--- src/rtl/exception_ctrl_if.sv ---
// Trap-sequencer bus: decode-stage exception sources and irq in, CP0/fetch controls out.
// slave = exception_ctrl side, master = pipeline/CP0 side.
interface exception_ctrl_if #(
    parameter int FAULT_CNT_W = 8
);
    logic                   irq;
    logic                   syscall_D;
    logic                   illegal_D;
    logic                   eret_D;
    logic                   stallD;
    logic [31:0]            epc;
    logic [2:0]             int_cause;
    logic                   cause_write;
    logic                   exit_kernel;
    logic                   flush_FDE;
    logic                   pc_redirect;
    logic [31:0]            pc_target;
    logic                   irq_ack;
    logic [FAULT_CNT_W-1:0] kern_fault_cnt;

    modport slave (
        input  irq, syscall_D, illegal_D, eret_D, stallD, epc,
        output int_cause, cause_write, exit_kernel, flush_FDE, pc_redirect,
               pc_target, irq_ack, kern_fault_cnt
    );

    modport master (
        output irq, syscall_D, illegal_D, eret_D, stallD, epc,
        input  int_cause, cause_write, exit_kernel, flush_FDE, pc_redirect,
               pc_target, irq_ack, kern_fault_cnt
    );
endinterface

--- src/rtl/exception_ctrl.sv ---
// Trap sequencer: takes exceptions/irq into the handler, returns on eret, counts kernel faults.
// Define EXC_IRQ_SYNC_EN to pass irq through a two-flop synchroniser.
module exception_ctrl #(
    parameter logic [31:0] HANDLER_ADDR = 32'h0000_0080,
    parameter int          FAULT_CNT_W  = 8
) (
    input  logic             clk,
    input  logic             reset,
    exception_ctrl_if.slave  exc
);
    typedef enum logic [1:0] {KERNEL, ENTER, USER, RETURN} state_t;

    localparam logic [2:0] C_NONE = 3'b000;
    localparam logic [2:0] C_IRQ  = 3'b001;
    localparam logic [2:0] C_SYS  = 3'b010;
    localparam logic [2:0] C_ILL  = 3'b011;

    logic irq_s;

`ifdef EXC_IRQ_SYNC_EN
    logic irq_m, irq_q;
    always_ff @(posedge clk or posedge reset) begin
        if (reset) begin
            irq_m <= 1'b0;
            irq_q <= 1'b0;
        end else begin
            irq_m <= exc.irq;
            irq_q <= irq_m;
        end
    end
    assign irq_s = irq_q;
`else
    assign irq_s = exc.irq;
`endif

    state_t                 state_q, state_d;
    logic [2:0]             cause_q, cause_d;
    logic                   irq_armed;
    logic [FAULT_CNT_W-1:0] cnt_q;
    logic                   cnt_inc;
    logic                   d_ok;

    logic [2:0]  int_cause;
    logic        cause_write, exit_kernel, flush_FDE, pc_redirect, irq_ack;
    logic [31:0] pc_target;

    assign d_ok = ~exc.stallD;

    always_comb begin
        state_d     = state_q;
        cause_d     = cause_q;
        cnt_inc     = 1'b0;
        int_cause   = C_NONE;
        cause_write = 1'b0;
        exit_kernel = 1'b0;
        flush_FDE   = 1'b0;
        pc_redirect = 1'b0;
        pc_target   = 32'h0;
        irq_ack     = 1'b0;
        case (state_q)
            USER: begin
                // eret outside the kernel is just another illegal instruction
                if (d_ok && (exc.illegal_D || exc.eret_D)) begin
                    cause_d = C_ILL;
                    state_d = ENTER;
                end else if (d_ok && exc.syscall_D) begin
                    cause_d = C_SYS;
                    state_d = ENTER;
                end else if (irq_s && irq_armed) begin
                    cause_d = C_IRQ;
                    state_d = ENTER;
                end
            end
            ENTER: begin
                cause_write = 1'b1;
                int_cause   = cause_q;
                flush_FDE   = 1'b1;
                pc_redirect = 1'b1;
                pc_target   = HANDLER_ADDR;
                irq_ack     = (cause_q == C_IRQ);
                state_d     = KERNEL;
            end
            KERNEL: begin
                if (d_ok && exc.eret_D)
                    state_d = RETURN;
                else if (d_ok && (exc.syscall_D || exc.illegal_D))
                    cnt_inc = ~&cnt_q;
            end
            RETURN: begin
                exit_kernel = 1'b1;
                flush_FDE   = 1'b1;
                pc_redirect = 1'b1;
                pc_target   = exc.epc;
                state_d     = USER;
            end
            default: state_d = KERNEL;
        endcase
    end

    always_ff @(posedge clk or posedge reset) begin
        if (reset) begin
            state_q   <= KERNEL;
            cause_q   <= C_NONE;
            irq_armed <= 1'b1;
            cnt_q     <= '0;
        end else begin
            state_q <= state_d;
            cause_q <= cause_d;
            // a still-high line after ack must drop before it can trap again
            if (irq_ack)
                irq_armed <= 1'b0;
            else if (!irq_s)
                irq_armed <= 1'b1;
            if (cnt_inc)
                cnt_q <= cnt_q + 1'b1;
        end
    end

    assign exc.int_cause      = int_cause;
    assign exc.cause_write    = cause_write;
    assign exc.exit_kernel    = exit_kernel;
    assign exc.flush_FDE      = flush_FDE;
    assign exc.pc_redirect    = pc_redirect;
    assign exc.pc_target      = pc_target;
    assign exc.irq_ack        = irq_ack;
    assign exc.kern_fault_cnt = cnt_q;
endmodule
--- src/flat_wrapper.sv ---
// flat-port wrapper written by rule: the top's interface ports become plain ports
module exception_ctrl_flat 
#(
    parameter logic [31:0] HANDLER_ADDR = 32'h0000_0080,
    parameter int          FAULT_CNT_W  = 8
)
  (clk, reset, exc_irq, exc_syscall_D, exc_illegal_D, exc_eret_D, exc_stallD, exc_epc, exc_int_cause, exc_cause_write, exc_exit_kernel, exc_flush_FDE, exc_pc_redirect, exc_pc_target, exc_irq_ack, exc_kern_fault_cnt);
  exception_ctrl_if #(.FAULT_CNT_W(FAULT_CNT_W)) exc_i ();
  input  logic clk;
  input  logic reset;
  input wire logic [$bits(exc_i.irq)-1:0] exc_irq;
  input wire logic [$bits(exc_i.syscall_D)-1:0] exc_syscall_D;
  input wire logic [$bits(exc_i.illegal_D)-1:0] exc_illegal_D;
  input wire logic [$bits(exc_i.eret_D)-1:0] exc_eret_D;
  input wire logic [$bits(exc_i.stallD)-1:0] exc_stallD;
  input wire logic [$bits(exc_i.epc)-1:0] exc_epc;
  output wire logic [$bits(exc_i.int_cause)-1:0] exc_int_cause;
  output wire logic [$bits(exc_i.cause_write)-1:0] exc_cause_write;
  output wire logic [$bits(exc_i.exit_kernel)-1:0] exc_exit_kernel;
  output wire logic [$bits(exc_i.flush_FDE)-1:0] exc_flush_FDE;
  output wire logic [$bits(exc_i.pc_redirect)-1:0] exc_pc_redirect;
  output wire logic [$bits(exc_i.pc_target)-1:0] exc_pc_target;
  output wire logic [$bits(exc_i.irq_ack)-1:0] exc_irq_ack;
  output wire logic [$bits(exc_i.kern_fault_cnt)-1:0] exc_kern_fault_cnt;
  assign exc_i.irq = exc_irq;
  assign exc_i.syscall_D = exc_syscall_D;
  assign exc_i.illegal_D = exc_illegal_D;
  assign exc_i.eret_D = exc_eret_D;
  assign exc_i.stallD = exc_stallD;
  assign exc_i.epc = exc_epc;
  assign exc_int_cause = exc_i.int_cause;
  assign exc_cause_write = exc_i.cause_write;
  assign exc_exit_kernel = exc_i.exit_kernel;
  assign exc_flush_FDE = exc_i.flush_FDE;
  assign exc_pc_redirect = exc_i.pc_redirect;
  assign exc_pc_target = exc_i.pc_target;
  assign exc_irq_ack = exc_i.irq_ack;
  assign exc_kern_fault_cnt = exc_i.kern_fault_cnt;
  exception_ctrl #(.HANDLER_ADDR(HANDLER_ADDR), .FAULT_CNT_W(FAULT_CNT_W)) u_core (.clk(clk), .reset(reset), .exc(exc_i));
endmodule
--- config.mk ---
export PLATFORM = sky130hd
export DESIGN_NAME = exception_ctrl_flat
export DESIGN_NICKNAME = d
export VERILOG_FILES = /design/src/rtl/exception_ctrl_if.sv /design/src/rtl/exception_ctrl.sv /design/src/flat_wrapper.sv
export SDC_FILE = /design/constraint.sdc
export NUM_CORES = 1
export LEC_CHECK = 0
export CORE_MARGIN = 4
export CORE_UTILIZATION = 34
export CTS_CLUSTER_DIAMETER = 40
export DETAILED_ROUTE_END_ITERATION = 6
export PLACE_DENSITY = 0.9
export RECOVER_POWER = 100
export SYNTH_ARGS = -nofsm -noshare
export SYNTH_HDL_FRONTEND = slang
export SYNTH_SLANG_ARGS = --single-unit
--- constraint.sdc ---
create_clock -name clk -period 4.1 [get_ports clk]
set_input_delay 0.615 -clock clk [delete_from_list [all_inputs] [get_ports clk]]
set_output_delay 0.615 -clock clk [all_outputs]
set_load 0.005 [all_outputs]
==> out/results.ini <==
[status]
status=complete, no violations

[synth]
synthMuxAreaShare=0.0684
synth_edf_count=0
ys_ff_latch=13
yosys.area_share.simple=0.375
synthXorXnorAreaFrac=0.0177
yosysTopAreaCell=dfrtp_1
synth_area_sq_um=987
ys.flop_type=dfrtp_1
yosysWarningCount=0
synth_top_family_by_area=simple AND/OR/NAND/NOR gates
synthCells=114
synth_cell_type_count=32
netlist_top_cells_area=dfrtp_1 30%, and2_1 21%, ha_1 6.3%
ys_seq_area_frac=0.331
synth-async-reset-ratio=1.00
synthAdderAreaFrac=0.0634
syn_nets=158
synth_top_area_share=0.304
synth_compound_area_frac=0.0837
avgSynthCellArea_sq_um=8.66

[routing]
drt-wirelength-per-cell_microns=14.9
viasPerCell=4.82
drtIter0Drc=46
drc=0
routed_wl_mm=3.40
ant_nets=0
vias=1104
dr.pass1.iters=5

[setup_path]
critPathCaptureType=output port
worst-path-max-fanout=34
crit_arrival_ns=2.19
crit_path_start_kind=flip-flop
reg2reg_from=u_core.state_q[0]$_DFFE_PP0P_
crit_start=u_core.state_q[0]$_DFFE_PP0P_
cp.required_ns=3.48
worst-setup-path-type=reg2out
ff2ff_path_depth=6

[power_and_ir_drop]
p_int_mw=0.554
power_mw=0.858
ir_worst_vdd_v=0.000290
p_clk_frac=0.089
swShare=0.355
leakage_nw=0.853
switchingPower_mw=0.304
powerDensity_mw_per_mm2=462
comb_power_share=0.649
power_frac_seq=0.262

[sta]
max_freq_mhz=356
period_minus_slack_ns=2.81
slew_headroom=0.472
setup_viol=0
finalHoldViolCount=0
min_period_over_period=0.685
timing.final.max_slew_violations=0
worstMarginPinSlew_ns=0.792
rsz0062_at_grt=no
setup_ws_ns=1.29
finalSetupTns_ns=0
finClkSkew_ns=0.00231

[grt]
grt-ovfl-total=0
antenna_found_initial=0
grt_usage=0.173
grt_pass1_wl_mm=4.76
grt_max_degree=35
grt_pass1_vias=984

[cells_and_area]
antennaDiodeCount=0
area_delta_synth_final_pct=88.2
nets=243
drive_above_1_share=0.0303
fillCellCount=223

[floorplanning]
die_h_microns=61.9
core.rowCount=19
core_sq_mm=0.00276
start_util=0.358
dieArea_sq_mm=0.00383
ios=87
die_x_microns=61.9

[place]
portBuffers=85
gp_congestion=0.935
dpl.hpwl_mm=2.88
pre_cts_ws_ns=1.67

[min_path]
holdCritPathClass=reg2reg
min_from=u_core.irq_armed$_DFFE_PP1P_
hold_depth=2

[cts]
cts_buffers=3
worst_skew_pair.late_latency_ns=0.27
postCtsHoldBufs=0
cts.clk_slew.worst_paths_ns=0.07
cts-root-buf=clkbuf_4
cts.path.max_buffers=2
h-tree-depth=1
cts_resized=0
cts_tree=built
post-cts-setup-buffers=0
clock-sinks=13

[run]
maxCapViolCount=0

## routing by layer
metal	global-route usage	part of all wire	vias up
met2	0.353	0.59	40
met4	0.0576	0.024	0
met5	0	0	-
li1	-	-	540
met3	0.0310	0.050	8
met1	0.170	0.34	516
## flip-flops by register name (all words and copies together) (netlist names)
| signal | cells |
|---|---|
| u_core.cause_q | 2 |
| u_core.exc.kern_fault_cnt | 8 |
| u_core.irq_armed | 1 |
| u_core.state_q | 2 |
## metrics by stage
step           hold slack, ns  instances  cell area [sq um]   util
2_1_floorplan           0.449        114                987      -
3_3_place_gp            0.462        225               1850  0.671
3_5_place_dp            0.488        225               1850  0.671
4_1_cts                 0.499        229               1880  0.681
5_1_grt                 0.510        229               1860  0.674
6_report                0.494        229               1860  0.674
## cell type report
class	instances	area (sq um)	area share
clock buffers	4	26.3	0.0141
inverters	8	30.0	0.0162
multi-input cells	88	586	0.315
flip-flops and latches	13	327	0.176
well taps	31	38.8	0.0209
repair buffers	85	851	0.458
## logic make-up (layout without fill, tap and decap cells)
| group | after synthesis | after routing |
|---|---|---|
| compound gates | 12 | 12 |
| mux | 6 | 6 |
| flops | 13 | 13 |
| simple gates | 62 | 62 |
| xor+xnor | 2 | 2 |
| other cells | 1 | 1 |
| buf+inv | 13 | 97 |
| fa+ha+maj | 5 | 5 |
## worst paths after layout
kind                            slack (ns)                                  endpoint
min in group asynchronous             0.80  u_core.exc.kern_fault_cnt[5]$_DFFE_PP0P_
worst max-delay path                  1.29                           exc_pc_redirect
worst min-delay path                  0.49              u_core.irq_armed$_DFFE_PP1P_
worst min register to register        0.49              u_core.irq_armed$_DFFE_PP1P_
max in group asynchronous             2.95              u_core.irq_armed$_DFFE_PP1P_
worst max register to register        2.32  u_core.exc.kern_fault_cnt[5]$_DFFE_PP0P_
## critical path: stages, from the launching register on
cell and delay, ns:
dfrtp_1 0.42, ha_1 0.49, or2_2 0.42, dlygate4sd3_1 0.58
## synthesized netlist by cell type, drive strengths merged (2+ instances only)
library cell  count
dfrtp            12
mux2i             3
a21oi             4
nand2             4
nor2              7
and2             33
nand3             5
clkbuf            3
or2               2
mux2              3
inv               8
and3              4
o21ai             3
xnor2             2
buf               2
nand4             2
and4              2
ha                5
## power by group through the flow
stage               logic, mW  clock network [mW]  registers (mW)
detailed placement      0.612                   0           0.228
CTS                     0.616              0.0804           0.226
floorplan               0.261                   0           0.219
global route            0.608              0.0863           0.232
finish                  0.557              0.0762           0.225
global placement        0.595                   0           0.224
## cell usage in the layout (no fill, tap or decap), drive strengths merged, types with 2 or more instances in the layout
| cell type | netlist | final |
|---|---|---|
| a21oi | 4 | 4 |
| and2 | 33 | 33 |
| and3 | 4 | 4 |
| and4 | 2 | 2 |
| clkbuf | 3 | 4 |
| clkdlybuf4s50 | 0 | 55 |
| dfrtp | 12 | 12 |
| dlygate4sd3 | 0 | 30 |
| ha | 5 | 5 |
| inv | 8 | 8 |
| mux2 | 3 | 3 |
| mux2i | 3 | 3 |
| nand2 | 4 | 4 |
| nand3 | 5 | 5 |
| nand4 | 2 | 2 |
| nor2 | 7 | 7 |
| o21ai | 3 | 3 |
| or2 | 2 | 2 |
| xnor2 | 2 | 2 |
Power figures use the tool's default switching activity.
